$ cat src/rtl/tick_timer_if.sv
// Command/status bundle between the round controller (master) and tick_timer (slave).
interface tick_timer_if #(
  parameter int TIME_W = 8
);
  logic              start;
  logic              pause;
  logic              resume;
  logic              count_down;
  logic [TIME_W-1:0] load_val;
  logic [TIME_W-1:0] cur_time;
  logic              tick;
  logic              running;
  logic              paused;
  logic              done;
  logic              expired;

  modport master (
    output start, pause, resume, count_down, load_val,
    input  cur_time, tick, running, paused, done, expired
  );

  modport slave (
    input  start, pause, resume, count_down, load_val,
    output cur_time, tick, running, paused, done, expired
  );
endinterface

$ cat src/rtl/tick_timer.sv
// Game timer: prescales clk into ticks and counts time up to MAX_TIME or down to 0.
//   state   | meaning
//   S_IDLE  | after reset, waiting for start
//   S_RUN   | prescaler active, time updates on each tick
//   S_PAUSE | prescaler and time frozen until resume
//   S_DONE  | terminal value reached, held until start
module tick_timer #(
  parameter int TICK_DIV = 100_000_000,
  parameter int TIME_W   = 8,
  parameter int MAX_TIME = 2**TIME_W - 1
) (
  input  logic        clk,
  input  logic        reset,
  tick_timer_if.slave bus
);

  localparam int PW = (TICK_DIV > 2) ? $clog2(TICK_DIV) : 1;
  localparam logic [PW-1:0]     PRESC_LOAD = PW'(TICK_DIV - 1);
  localparam logic [TIME_W-1:0] MAX_T      = TIME_W'(MAX_TIME);

  typedef enum logic [1:0] {
    S_IDLE  = 2'd0,
    S_RUN   = 2'd1,
    S_PAUSE = 2'd2,
    S_DONE  = 2'd3
  } state_t;

  state_t            state, state_n;
  logic [PW-1:0]     presc, presc_n;
  logic [TIME_W-1:0] cur_time, time_n;
  logic              mode_down, mode_n;
  logic              tick_r, tick_n;
  logic              exp_r, exp_n;

  logic [TIME_W-1:0] time_step;
  logic              at_term;
  logic              pause_only;
  logic              resume_only;

  // Prescaler is a down-counter: a tick fires when it reaches zero.
  assign time_step   = mode_down ? (cur_time - TIME_W'(1)) : (cur_time + TIME_W'(1));
  assign at_term     = mode_down ? (time_step == '0) : (time_step == MAX_T);
  assign pause_only  = bus.pause & ~bus.resume;
  assign resume_only = bus.resume & ~bus.pause;

  always_ff @(posedge clk) begin
    if (reset) begin
      state     <= S_IDLE;
      presc     <= '0;
      cur_time  <= '0;
      mode_down <= 1'b0;
      tick_r    <= 1'b0;
      exp_r     <= 1'b0;
    end else begin
      state     <= state_n;
      presc     <= presc_n;
      cur_time  <= time_n;
      mode_down <= mode_n;
      tick_r    <= tick_n;
      exp_r     <= exp_n;
    end
  end

  always_comb begin
    state_n = state;
    presc_n = presc;
    time_n  = cur_time;
    mode_n  = mode_down;
    tick_n  = 1'b0;
    exp_n   = 1'b0;
    if (bus.start) begin
      mode_n  = bus.count_down;
      presc_n = PRESC_LOAD;
      if (bus.count_down && (bus.load_val == '0)) begin
        state_n = S_DONE;
        time_n  = '0;
        presc_n = '0;
        exp_n   = 1'b1;
      end else begin
        state_n = S_RUN;
        time_n  = bus.count_down ? bus.load_val : '0;
      end
    end else begin
      unique case (state)
        S_RUN: begin
          if (presc == '0) begin
            // A pause on the wrap edge still lets this update through.
            tick_n  = 1'b1;
            time_n  = time_step;
            presc_n = PRESC_LOAD;
            if (at_term) begin
              state_n = S_DONE;
              presc_n = '0;
              exp_n   = 1'b1;
            end else if (pause_only) begin
              state_n = S_PAUSE;
            end
          end else if (pause_only) begin
            state_n = S_PAUSE;
          end else begin
            presc_n = presc - PW'(1);
          end
        end
        S_PAUSE: begin
          if (resume_only) state_n = S_RUN;
        end
        default: ;
      endcase
    end
  end

  assign bus.cur_time = cur_time;
  assign bus.tick     = tick_r;
  assign bus.expired  = exp_r;
  assign bus.running  = (state == S_RUN);
  assign bus.paused   = (state == S_PAUSE);
  assign bus.done     = (state == S_DONE);

endmodule

$ cat src/flat_wrapper.sv
// flat-port wrapper written by rule: the top's interface ports become plain ports
module tick_timer_flat 
#(
  parameter int TICK_DIV = 100_000_000,
  parameter int TIME_W   = 8,
  parameter int MAX_TIME = 2**TIME_W - 1
)
  (clk, reset, bus_start, bus_pause, bus_resume, bus_count_down, bus_load_val, bus_cur_time, bus_tick, bus_running, bus_paused, bus_done, bus_expired);
  tick_timer_if #(.TIME_W(TIME_W)) bus_i ();
  input  logic clk;
  input  logic reset;
  input wire logic [$bits(bus_i.start)-1:0] bus_start;
  input wire logic [$bits(bus_i.pause)-1:0] bus_pause;
  input wire logic [$bits(bus_i.resume)-1:0] bus_resume;
  input wire logic [$bits(bus_i.count_down)-1:0] bus_count_down;
  input wire logic [$bits(bus_i.load_val)-1:0] bus_load_val;
  output wire logic [$bits(bus_i.cur_time)-1:0] bus_cur_time;
  output wire logic [$bits(bus_i.tick)-1:0] bus_tick;
  output wire logic [$bits(bus_i.running)-1:0] bus_running;
  output wire logic [$bits(bus_i.paused)-1:0] bus_paused;
  output wire logic [$bits(bus_i.done)-1:0] bus_done;
  output wire logic [$bits(bus_i.expired)-1:0] bus_expired;
  assign bus_i.start = bus_start;
  assign bus_i.pause = bus_pause;
  assign bus_i.resume = bus_resume;
  assign bus_i.count_down = bus_count_down;
  assign bus_i.load_val = bus_load_val;
  assign bus_cur_time = bus_i.cur_time;
  assign bus_tick = bus_i.tick;
  assign bus_running = bus_i.running;
  assign bus_paused = bus_i.paused;
  assign bus_done = bus_i.done;
  assign bus_expired = bus_i.expired;
  tick_timer #(.TICK_DIV(TICK_DIV), .TIME_W(TIME_W), .MAX_TIME(MAX_TIME)) u_core (.clk(clk), .reset(reset), .bus(bus_i));
endmodule
$ cat config.mk
export PLATFORM = sky130hd
export DESIGN_NAME = tick_timer_flat
export DESIGN_NICKNAME = d
export VERILOG_FILES = /design/src/rtl/tick_timer_if.sv /design/src/rtl/tick_timer.sv /design/src/flat_wrapper.sv
export SDC_FILE = /design/constraint.sdc
export NUM_CORES = 1
export LEC_CHECK = 0
export BUFFER_PORTS_ARGS = -buffer_cell sky130_fd_sc_hd__buf_2
export CORE_UTILIZATION = 45
export CTS_BUF_LIST = sky130_fd_sc_hd__clkbuf_4
export DETAILED_ROUTE_END_ITERATION = 7
export PLACE_DENSITY = 0.73
export SYNTH_ARGS = -nofsm -noshare
export SYNTH_HDL_FRONTEND = slang
export SYNTH_SLANG_ARGS = --single-unit
$ cat constraint.sdc
create_clock -name clk -period 7.05 [get_ports clk]
set_input_delay 0.3525 -clock clk [delete_from_list [all_inputs] [get_ports clk]]
set_output_delay 0.3525 -clock clk [all_outputs]
set_load 0.02 [all_outputs]
== After elaboration in Yosys (flattened, before gate mapping) ==
Cells that the tools add are included.

* Equality and inequality tests: 6
* Reductions and logical operators: 11
* Multiplexer cells: 26
* Bitwise logic cells: 5
* Add/subtract/negate cells: 3

{| class="wikitable"
|+ Operators with widths
! kind !! count
|-
| 27-bit 2-to-1 mux || 6
|-
| 8-bit 2-to-1 mux || 6
|-
| 27-bit logical NOT || 1
|-
| 27-bit by 1-bit subtractor with 27-bit output (second input constant) || 1
|-
| 8-bit logical NOT || 2
|-
| 2-bit 2-to-1 mux || 6
|-
| 8-bit by 1-bit adder with 8-bit output (second input constant) || 1
|-
| 8-bit equality test (second input constant) || 1
|-
| 8-bit by 1-bit subtractor with 8-bit output (second input constant) || 1
|-
| 1-bit 2-to-1 mux || 7
|-
| 2-bit AND reduction || 3
|-
| 2-bit equality test (second input constant) || 2
|-
| 2-bit case mux with 2 select lines || 1
|-
| 2-bit nonzero test || 2
|-
| 3-bit by 2-bit inequality test with 1-bit output (second input constant) || 1
|-
| 3-bit inequality test (second input constant) || 1
|-
| 1-bit inverter || 3
|-
| 3-bit nonzero test || 1
|-
| 3-bit OR reduction || 1
|-
| 1-bit bitwise AND || 2
|-
| 2-bit by 1-bit equality test with 1-bit output (second input constant) || 1
|-
| 1-bit logical AND || 1
|}

* Input port bits: 14
* Output and inout bits: 13
* Register bits after elaboration: 40

== Logic depth before layout (Yosys ltp) ==
Gate-level depths: netlist (run 1).

* Depth in word-level cells: 8
* Depth in mapped cells: 10
* Gate-level depth less buffers: 9

== Worst setup path before layout (run 1) ==
Ideal clock, no wire load.

* Path kind: register to register
* Start point: register u_core.mode_down
* End point: register u_core.presc[21]
* Data required time: 6.931 ns
* Stages on the path, launching flop included: 10
* Period minus slack after synthesis: 2.906 ns
* Path slack: 4.144 ns
* Buffers on the path: 1
* Arrival: 2.787 ns
* Cell sequence: dfxtp_1 -> ha_1 -> a211oi_1 -> nor3_1 -> o21a_1 -> or4_1 -> o22ai_1 -> o21ai_2 -> buf_4 -> o221a_2

* Cells in the longest elaborated chain, start to end: 7
* Elaborated cells on any way between the ends: 8
* Those cells by class: eq/ne: 1; mux: 6; reduce/logical: 1

{| class="wikitable"
|+ Ends and longest elaborated chain
! element !! RTL line !! source
|-
| start: declaration || tick_timer.sv:31 || <nowiki>logic mode_down, mode_n;</nowiki>
|-
| start signal: assignment || tick_timer.sv:58 || <nowiki>mode_down <= mode_n;</nowiki>
|-
| 8-bit 2-to-1 mux || tick_timer.sv:41 || <nowiki>assign time_step = mode_down ? (cur_time - TIME_W'(1)) : (cur_time + TIME_W'(1));</nowiki>
|-
| 8-bit equality test / 8-bit logical NOT (equally long branches) || tick_timer.sv:42 || <nowiki>assign at_term = mode_down ? (time_step == '0) : (time_step == MAX_T);</nowiki>
|-
| 1-bit 2-to-1 mux * || tick_timer.sv:42 ||
|-
| 27-bit 2-to-1 mux * || tick_timer.sv:91 || <nowiki>if (at_term) begin</nowiki>
|-
| 27-bit 2-to-1 mux * || tick_timer.sv:86 || <nowiki>if (presc == '0) begin</nowiki>
|-
| 27-bit 2-to-1 mux * || tick_timer.sv:84 || <nowiki>unique case (state)</nowiki>
|-
| 27-bit 2-to-1 mux * || tick_timer.sv:71 || <nowiki>if (bus.start) begin</nowiki>
|-
| end signal: assignment || tick_timer.sv:56 || <nowiki>presc <= presc_n;</nowiki>
|-
| end: declaration || tick_timer.sv:29 || <nowiki>logic [PW-1:0] presc, presc_n;</nowiki>
|}

Every way passes the cells marked *; elsewhere a longest branch is shown, timed or not. The select of a mux whose other input is x is not followed.
A chain may end at the register's enable or synchronous reset.

== Final worst setup path (run 1) ==
* Start point: register u_core.presc[5]
* End point: register u_core.presc[10]

* Cells in the longest elaborated chain, start to end: 5
* Elaborated cells on any way between the ends: 8
* Those cells by class: add/sub: 1; eq/ne: 1; mux: 4; reduce/logical: 2

{| class="wikitable"
|+ Ends and longest elaborated chain
! element !! RTL line !! source
|-
| 27-bit by 1-bit subtractor with 27-bit output || tick_timer.sv:101 || <nowiki>presc_n = presc - PW'(1);</nowiki>
|-
| 27-bit 2-to-1 mux || tick_timer.sv:98 || <nowiki>end else if (pause_only) begin</nowiki>
|-
| 27-bit 2-to-1 mux || tick_timer.sv:86 ||
|-
| 27-bit 2-to-1 mux || tick_timer.sv:84 ||
|-
| 27-bit 2-to-1 mux || tick_timer.sv:71 ||
|}

Several ways; a longest one is shown, not always the timed one. The select of a mux whose other input is x is not followed.

==> results of run 1 <==
[state kept, by name, indices dropped and copies added, names as in the netlist]
register             cells
u_core.presc            27
u_core.bus.cur_time      8
u_core.state             2
u_core.bus.expired       1
u_core.bus.tick          1
u_core.mode_down         1
[layer usage]
layer / global-route usage / up-vias
met5: 0 / -
met4: 0.05965 / 0
met3: 0.04835 / 10
met2: 0.3636 / 94
met1: 0.2985 / 1288
li1: - / 1376
[through the flow]
| stage | hold slack [ns] | power (mW) | instance area [um^2] |
|---|---|---|---|
| final | 0.2414 | 0.5241 | 3062 |
| after global routing | 0.2247 | 0.5549 | 3062 |
| after CTS | 0.2242 | 0.5257 | 3062 |
| after detailed placement | 0.5276 | 0.4064 | 3005 |
| after global placement | 0.5206 | 0.4030 | 3005 |
| after floorplan | 0.4854 | 0.3762 | 2895 |
[worst max-delay path by stage]
stage                                        startpoint                       endpoint  slack [ns]  cells after the start
final                      u_core.presc[5]$_SDFFE_PP0P_  u_core.presc[10]$_SDFFE_PP0P_        3.55                      7
after global routing      u_core.mode_down$_SDFFE_PP0P_   u_core.presc[4]$_SDFFE_PP0P_        3.32                      8
after CTS                  u_core.presc[5]$_SDFFE_PP0P_  u_core.presc[10]$_SDFFE_PP0P_        3.56                      7
after detailed placement   u_core.presc[5]$_SDFFE_PP0P_  u_core.presc[10]$_SDFFE_PP0P_        3.57                      7
after global placement     u_core.presc[5]$_SDFFE_PP0P_  u_core.presc[10]$_SDFFE_PP0P_        3.63                      7
after floorplan           u_core.mode_down$_SDFFE_PP0P_  u_core.presc[21]$_SDFFE_PP0P_        4.14                      9
[synth_stat cells, types with 5 or more instances]
| master | count | area [um^2] |
|---|---|---|
| nor2_1 | 58 | 217.7 |
| nor2b_1 | 5 | 31.28 |
| o221a_2 | 12 | 135.1 |
| nor4_1 | 7 | 43.79 |
| nor3_1 | 16 | 80.08 |
| buf_6 | 5 | 56.30 |
| a211oi_1 | 6 | 45.04 |
| inv_1 | 11 | 41.29 |
| nand2_1 | 14 | 52.55 |
| xnor2_1 | 10 | 87.58 |
| or4_1 | 5 | 37.54 |
| o21ai_0 | 6 | 30.03 |
| dfxtp_1 | 40 | 800.8 |
| and3_1 | 6 | 37.54 |
| mux2i_1 | 6 | 60.06 |
| ha_1 | 10 | 125.1 |
| clkbuf_1 | 9 | 33.78 |
| nand3_1 | 14 | 70.07 |
| a21oi_1 | 37 | 185.2 |
[final cells by class]
type                    instances  area [um^2]  share of cell area
clock inverters                 1        3.754            0.001226
repair buffers                 26        130.1             0.04250
multi-input cells             288         1939              0.6334
inverters                      11        41.29             0.01349
well taps                      75        93.84             0.03065
flip-flops and latches         40        800.8              0.2615
clock buffers                   7        52.55             0.01716
[worst reg2reg max path, cell delays in order (launching register included)]
cell and delay [ns]:
dfxtp_1 0.39, or4_4 0.59, or4_1 0.73, nor3_2 0.88, nor2_1 0.24, nor4_1 0.34
xnor2_1 0.16, nor2_1 0.05
[cells by family after synthesis]
logic type | count (synthesis) | synth area share
AND/OR/NAND/NOR | 158 | 0.3008
XOR/XNOR | 11 | 0.03327
flip-flops | 40 | 0.2766
AO/OA/AOI/OAI | 101 | 0.2610
buffers and inverters | 29 | 0.05358
adder cells (fa/ha/maj) | 11 | 0.05013
multiplexers | 7 | 0.02463
[power by group through the flow]
stage,registers (mW),logic (mW),clock network [mW]
detailed placement,0.266,0.140,0
global route,0.264,0.158,0.132
global placement,0.266,0.137,0
finish,0.262,0.142,0.120
floorplan,0.263,0.113,0
CTS,0.261,0.141,0.124
==> impl_metrics.toml, run 1 <==
[power]
comb_power_share = 0.271
p_per_area_nw_per_um2 = 171.2
p_sw_mw = 0.1831
p_clk_frac = 0.228
switching_share = 0.3493
power_leakage_nw = 1.167
internal_power_mw = 0.3410
power.ir.vdd_worst_mv = 0.09949
power.share.sequential = 0.500

[setup_path]
critical_path.max_fanout = 11
list_of_cells_traversed_by_the_critical_path = "or4_4 -> or4_1 -> nor3_2 -> nor2_1 -> nor4_1 -> xnor2_1 -> nor2_1"
criticalPathCategory = "reg2reg"
cpLargestDelayFamily = "simple AND/OR/NAND/NOR gates"
worst_r2r_endpoint = "u_core.presc[10]$_SDFFE_PP0P_"
worst_setup_path_end_kind = "flip-flop"
critPathRequiredTime_ns = 7.28
critical_path.startpoint_type = "flip-flop"
timing.critical_path.slowest_cell_delay_ns = 0.87
data_arrival_time_of_the_critical_path_ns = 3.73
cp.buffers_inverters = 0
beginning_of_the_worst_register_to_register_path = "u_core.presc[5]$_SDFFE_PP0P_"
timing.critical_path.mode_cell = "nor2_1"
r2r.worst_path.cells = 7
reg2reg_slack_ns = 3.55
slowest_cell_on_the_critical_path = "nor3_2"

[place]
io_buffers = 26
final_hpwl_from_detailed_placement_mm = 5.030
total_placed_cells_including_tap_cells = 440
place_ws_ns = 3.574
gp_routability_congestion = 0.8851

[routing]
avgViaCountPerCell = 6.179
detailroute.wirelength.met3_um = 379
drtPass1Iterations = 6
route.final.wire_length_mm = 7.083
ant_nets = 0
routed.top_layer = "met4"
detail_route.drc_violations = 0
wl_met1_mm = 3.306
wire_per_inst_um = 15.81
drtIter0Drc = 224
route.vias.total = 2768
dr_wl_met2_mm = 3.318

[die]
fp.dieArea_um2 = 6758
floorplan.initialDensity = 0.4777
io_pins = 27
placementRows = 28
die-height_um = 82.21
die_w_um = 82.21
design.core.area_um2 = 6061

[global_routing]
vias_in_the_first_global_route = 2379
groute.usage.overall = 0.2242
antenna_violations_before_repair = 0
overflow = 0
wire_length_of_the_first_global_routing_pass_mm = 11.51
maximum_number_of_pins_on_one_net_before_global_route_repair = 31

[min_path]
hp-class = "in2reg"
worstHoldPathCells = 3
worst_hold_path.endpoint = "u_core.bus.cur_time[1]$_SDFFE_PP0P_"
hold_path_startpoint = "bus_load_val[1]"

[clock_network]
cts_num_sinks = 40
ctsHoldBuffers = 0
cts-htree-levels = 2
post_cts_resize_count = 0
tritoncts = "done"
cts_setup_buffers = 0
cts.reportedPaths.clkPinSlew_ns = 0.11
tritoncts.num_buffers = 5
insertion_delay_ns = 0.35
root_buffer = "clkbuf_4"
cts_buffer_depth = 2

[final_layout]
layout.cells.non_filler = 448
post_route_cells_drive_above_1_share = 0.1769
finish.net_count = 397
most-common-layout-cells = "nor2_1 (58), dfxtp_1 (40), a21oi_1 (37), buf_2 (26), nor3_1 (16)"
nFillCells = 600
finish.utilization = 0.5052
most_common_library_cell_in_the_layout_ignoring_fill_and_taps = "nor2_1"
area.growth.synth_to_final_pct = 5.748
antenna-diode-count = 0

[sta]
setup_ws_ns = 3.553
layout_worst_path_cycle_share = 0.4961
maxClockFrequency_ghz = 0.2859
setup-violations-final = 0
timing_hold_violations_final = 0
timing_worst_slew_pin_value_ns = 1.000
finalSetupTns_ns = 0
report.final.slew_viol_count = 0
rsz0062_at_grt = "false"
skew_ns = 0.008872
finalWorstPathRequiredPeriod_ns = 3.497
slew_headroom = 0.3332

[outcome]
outcome = "complete, no violations"

[yosys]
mappedNetlistArea_um2 = 2895
synth_nets = 382
postSynthCellCount = 357
ys_ff_latch = 40
sequential_element_share_of_the_synthesized_area = 0.2766
ys_warn_count = 0
synth.avg_cell_area_um2 = 8.110
synth-edff-count = 0
synth_flop_cell = "dfxtp_1"
async_sr_flop_fraction = 0
synth_cell_types = 69

[flow_run]
timing.max_cap.violations = 0
(Power assumes the default switching activity.)
==> run 2: changes to the inputs <==
Clock period 7.05 ns to 3.6 ns, I/O delays scaled along.
==> impl_metrics.toml, run 2 (same netlist as run 1, synthesis figures left out) <==
[outcome]
outcome = "complete, no violations"

[min_path]
hp-class = "in2reg"
worstHoldPathCells = 3

[global_routing]
maximum_number_of_pins_on_one_net_before_global_route_repair = 31
groute.usage.overall = 0.2383
antenna_violations_before_repair = 0
wire_length_of_the_first_global_routing_pass_mm = 12.39
overflow = 0
vias_in_the_first_global_route = 2519

[clock_network]
cts-htree-levels = 2
cts_buffer_depth = 2
root_buffer = "clkbuf_4"
cts_num_sinks = 40
tritoncts = "done"
cts_setup_buffers = 0
cts.reportedPaths.clkPinSlew_ns = 0.13
post_cts_resize_count = 0
ctsHoldBuffers = 0
insertion_delay_ns = 0.36
tritoncts.num_buffers = 5

[die]
design.core.area_um2 = 6061
floorplan.initialDensity = 0.4777
placementRows = 28
fp.dieArea_um2 = 6758
die_w_um = 82.21
die-height_um = 82.21
io_pins = 27

[final_layout]
max_flop_register = "u_core.presc"
finish.net_count = 405
largestRegisters = "u_core.presc: 27 flops, u_core.bus.cur_time: 8 flops, u_core.state: 2 flops"
largest_register_ff_count = 27
antenna-diode-count = 0
post-route-cell-area_um2 = 3117
most_common_library_cell_in_the_layout_ignoring_fill_and_taps = "nor2_1"
most-common-layout-cells = "nor2_1 (58), dfxtp_1 (40), a21oi_1 (37), buf_2 (26), nor3_1 (16)"
area.growth.synth_to_final_pct = 7.649
post_route_cells_drive_above_1_share = 0.1942

[place]
gp_routability_congestion = 0.8856
placed_area_um2 = 3065
io_buffers = 26
final_hpwl_from_detailed_placement_mm = 5.270

[routing]
route.vias.total = 2823
dr_wl_met2_mm = 3.258
detail_route.drc_violations = 0
wire_per_inst_um = 16.08
routed.top_layer = "met4"
avgViaCountPerCell = 6.191
ant_nets = 0
route.final.wire_length_mm = 7.332
detailroute.wirelength.met3_um = 464
drtPass1Iterations = 6
wl_met1_mm = 3.446
drtIter0Drc = 165

[power]
power_leakage_nw = 1.206
power.ir.vdd_worst_mv = 0.1689
p_per_area_nw_per_um2 = 334.4

[setup_path]
timing.critical_path.slowest_cell_delay_ns = 0.59
critPathRequiredTime_ns = 3.87
slowest_cell_on_the_critical_path = "or4_1"
r2r.worst_path.cells = 8
criticalPathCategory = "reg2reg"
data_arrival_time_of_the_critical_path_ns = 3.53
cpLargestDelayFamily = "compound AO/OA/AOI/OAI gates"
worst_setup_path_end_kind = "flip-flop"
cp.buffers_inverters = 0
critical_path.max_fanout = 12
critical_path.startpoint_type = "flip-flop"
worstSetupPathDepth = 8
list_of_cells_traversed_by_the_critical_path = "ha_1 -> a211oi_1 -> nor3_1 -> o21a_1 -> or4_1 -> o22ai_1 -> o21ai_2 -> o221a_2"

[sta]
rsz0062_at_grt = "false"
skew_ns = 0.005370
finalSetupTns_ns = 0
timing_worst_slew_pin_value_ns = 0.8659
setup-violations-final = 0
timing_hold_violations_final = 0
layout_worst_path_cycle_share = 0.9067
report.final.slew_viol_count = 0
slew_headroom = 0.4206
maxClockFrequency_ghz = 0.3064
finalWorstPathRequiredPeriod_ns = 3.264

[flow_run]
timing.max_cap.violations = 0
[run 2: cell count changes in the layout (fill, tap and decap cells not counted), sizes merged]
cell / before / now
buf: 26 / 34
clkbuf: 7 / 5
clkinv: 1 / 3
[run 2: worst min-delay path, cell delays in order]
cell and delay [ns]:
buf_2 0.09, a21oi_1 0.05, nor2_1 0.07
[run 2: final timing paths]
kind	from	end	slack (ns)
worst min-delay path	bus_load_val[5]	u_core.bus.cur_time[5]$_SDFFE_PP0P_	0.05
worst max register to register	u_core.mode_down$_SDFFE_PP0P_	u_core.presc[4]$_SDFFE_PP0P_	0.34
worst max-delay path	u_core.mode_down$_SDFFE_PP0P_	u_core.presc[4]$_SDFFE_PP0P_	0.34
worst min register to register	u_core.presc[9]$_SDFFE_PP0P_	u_core.presc[9]$_SDFFE_PP0P_	0.54
[run 2: stage by stage]
step	hold WS [ns]	power (mW)	setup slack [ns]	instances	utilization
after floorplan	0.3186	0.7368	0.6942	357	-
after global placement	0.4185	0.8023	0.4526	448	0.5058
after detailed placement	0.4287	0.8105	0.3730	448	0.5058
after CTS	0.04515	1.044	0.3475	456	0.5142
after global routing	0.04563	1.102	0.1048	456	0.5142
final	0.05141	1.042	0.3359	456	0.5142
[run 2: power by group]
group | switching, mW | internal, mW | total [mW]
Combinational | 0.181 | 0.115 | 0.296
Sequential | 0.0391 | 0.472 | 0.511
Clock | 0.164 | 0.0719 | 0.236
[run 2: cell type report]
class,instances,area [um^2]
fill,593,2944
inverter,11,41.29
sequential,40,800.8
tap,75,93.84
timing repair buffer,34,190.2
clock buffer,5,37.54
clock inverter,3,13.76
multi-input combinational,288,1939
[run 2: metal layers]
layer / vias to the layer above / GRT usage
met1: 1304 / 0.3263
met5: - / 0
li1: 1394 / -
met4: 0 / 0.07895
met2: 102 / 0.3785
met3: 23 / 0.03736
==> run 3: changes to the inputs <==
Settings changed: CORE_UTILIZATION 45 to 55, PLACE_DENSITY 0.73 to 0.85.
==> impl_metrics.toml, run 3 (same netlist as run 1, synthesis figures left out) <==
[outcome]
outcome = "complete, no violations"

[sta]
timing_worst_slew_pin_value_ns = 0.8033
timing_hold_violations_final = 0
rsz0062_at_grt = "false"
finalWorstPathRequiredPeriod_ns = 3.264
maxClockFrequency_ghz = 0.3064
slew_headroom = 0.4625
setup_ws_ns = 0.3364
setup-violations-final = 0
report.final.slew_viol_count = 0
skew_ns = 0.01214
finalSetupTns_ns = 0
layout_worst_path_cycle_share = 0.9066

[power]
power.ir.vdd_worst_mv = 0.2402
p_per_area_nw_per_um2 = 334.5
power_leakage_nw = 1.205
power_mw = 1.040

[final_layout]
finish.utilization = 0.6127
post_route_cells_drive_above_1_share = 0.1947
nFillCells = 469
antenna-diode-count = 0
largestRegisters = "u_core.presc: 27 flops, u_core.bus.cur_time: 8 flops, u_core.state: 2 flops"
finish.net_count = 405
largest_register_ff_count = 27
most_common_library_cell_in_the_layout_ignoring_fill_and_taps = "nor2_1"
most-common-layout-cells = "nor2_1 (58), dfxtp_1 (40), a21oi_1 (37), buf_2 (26), nor3_1 (16)"
area.growth.synth_to_final_pct = 7.390
layout.cells.non_filler = 450
max_flop_register = "u_core.presc"

[clock_network]
insertion_delay_ns = 0.35
tritoncts = "done"
cts_setup_buffers = 0
cts_buffer_depth = 2
cts-htree-levels = 2
root_buffer = "clkbuf_4"
tritoncts.num_buffers = 5
cts_num_sinks = 40
ctsHoldBuffers = 0
post_cts_resize_count = 0
cts.reportedPaths.clkPinSlew_ns = 0.12

[routing]
detail_route.drc_violations = 0
route.vias.total = 2810
drtIter0Drc = 226
avgViaCountPerCell = 6.244
route.final.wire_length_mm = 7.154
ant_nets = 0
drtPass1Iterations = 6
wire_per_inst_um = 15.90

[global_routing]
groute.usage.overall = 0.2720
met3_usage = 0.05149
vias_in_the_first_global_route = 2442
maximum_number_of_pins_on_one_net_before_global_route_repair = 31
grtUsageMet1 = 0.3721
gr-max-usage-layer = "met2"
overflow = 0
met2_routing_resource_usage_after_global_routing = 0.4324
wire_length_of_the_first_global_routing_pass_mm = 11.58
antenna_violations_before_repair = 0

[place]
io_buffers = 26
final_hpwl_from_detailed_placement_mm = 5.266
total_placed_cells_including_tap_cells = 443
place_ws_ns = 0.3625
gp_routability_congestion = 0.8910

[die]
floorplan.initialDensity = 0.5705
design.core.area_um2 = 5075
die-height_um = 74.56
die_w_um = 74.56
fp.dieArea_um2 = 5558
placementRows = 26
io_pins = 27

[setup_path]
critPathRequiredTime_ns = 3.86
worst_setup_path_end_kind = "flip-flop"
critical_path.startpoint_type = "flip-flop"
criticalPathCategory = "reg2reg"
reg2reg_slack_ns = 0.34
critical_path.max_fanout = 12
data_arrival_time_of_the_critical_path_ns = 3.52

[min_path]
hp-class = "in2reg"

[flow_run]
timing.max_cap.violations = 0
## run 3: cell count changes in the layout (fill, tap and decap cells not counted)
cell and change:
clkbuf_4 +1, clkinv_1 -1, clkinv_2 -1
## run 3: area by class of cell
class,count,area [um^2],share of cell area
multi-input combinational,288,1939,0.6237
sequential,40,800.8,0.2575
timing repair buffer,34,190.2,0.06117
tap,70,87.58,0.02817
clock buffer,6,45.04,0.01449
inverter,11,41.29,0.01328
clock inverter,1,5.005,0.001610
## run 3: per-stage QoR
stage               hold slack, ns  area, um^2
global placement            0.4223        3059
global route               0.08773        3109
finish                     0.07301        3109
detailed placement          0.4347        3059
floorplan                   0.3186        2895
CTS                        0.06961        3109
## run 3: final timing paths
path | start | to | cells past startpoint
setup reg to reg | u_core.mode_down$_SDFFE_PP0P_ | u_core.presc[4]$_SDFFE_PP0P_ | 8
setup / recovery | u_core.mode_down$_SDFFE_PP0P_ | u_core.presc[4]$_SDFFE_PP0P_ | 8
hold reg to reg | u_core.presc[9]$_SDFFE_PP0P_ | u_core.presc[9]$_SDFFE_PP0P_ | 2
hold / removal | bus_load_val[5] | u_core.bus.cur_time[5]$_SDFFE_PP0P_ | 3
## run 3: critical path: stages (launching register included)
cell	delay, ns
dfxtp_1	0.57
ha_1	0.35
a211oi_1	0.44
nor3_1	0.14
o21a_1	0.23
or4_1	0.59
o22ai_1	0.30
o21ai_2	0.23
o221a_2	0.32
## run 3: layer usage
metal / part of all wire / routed length (um) / vias to the layer above
met5: 0 / 0 / -
met3: 0.062 / 442 / 18
met4: 0.022 / 155 / 0
met2: 0.47 / 3338 / 100
met1: 0.45 / 3218 / 1305
li1: - / - / 1387
## run 3: power by group
group | internal [mW] | switching, mW
Combinational | 0.116 | 0.180
Sequential | 0.472 | 0.0419
Clock | 0.0797 | 0.151
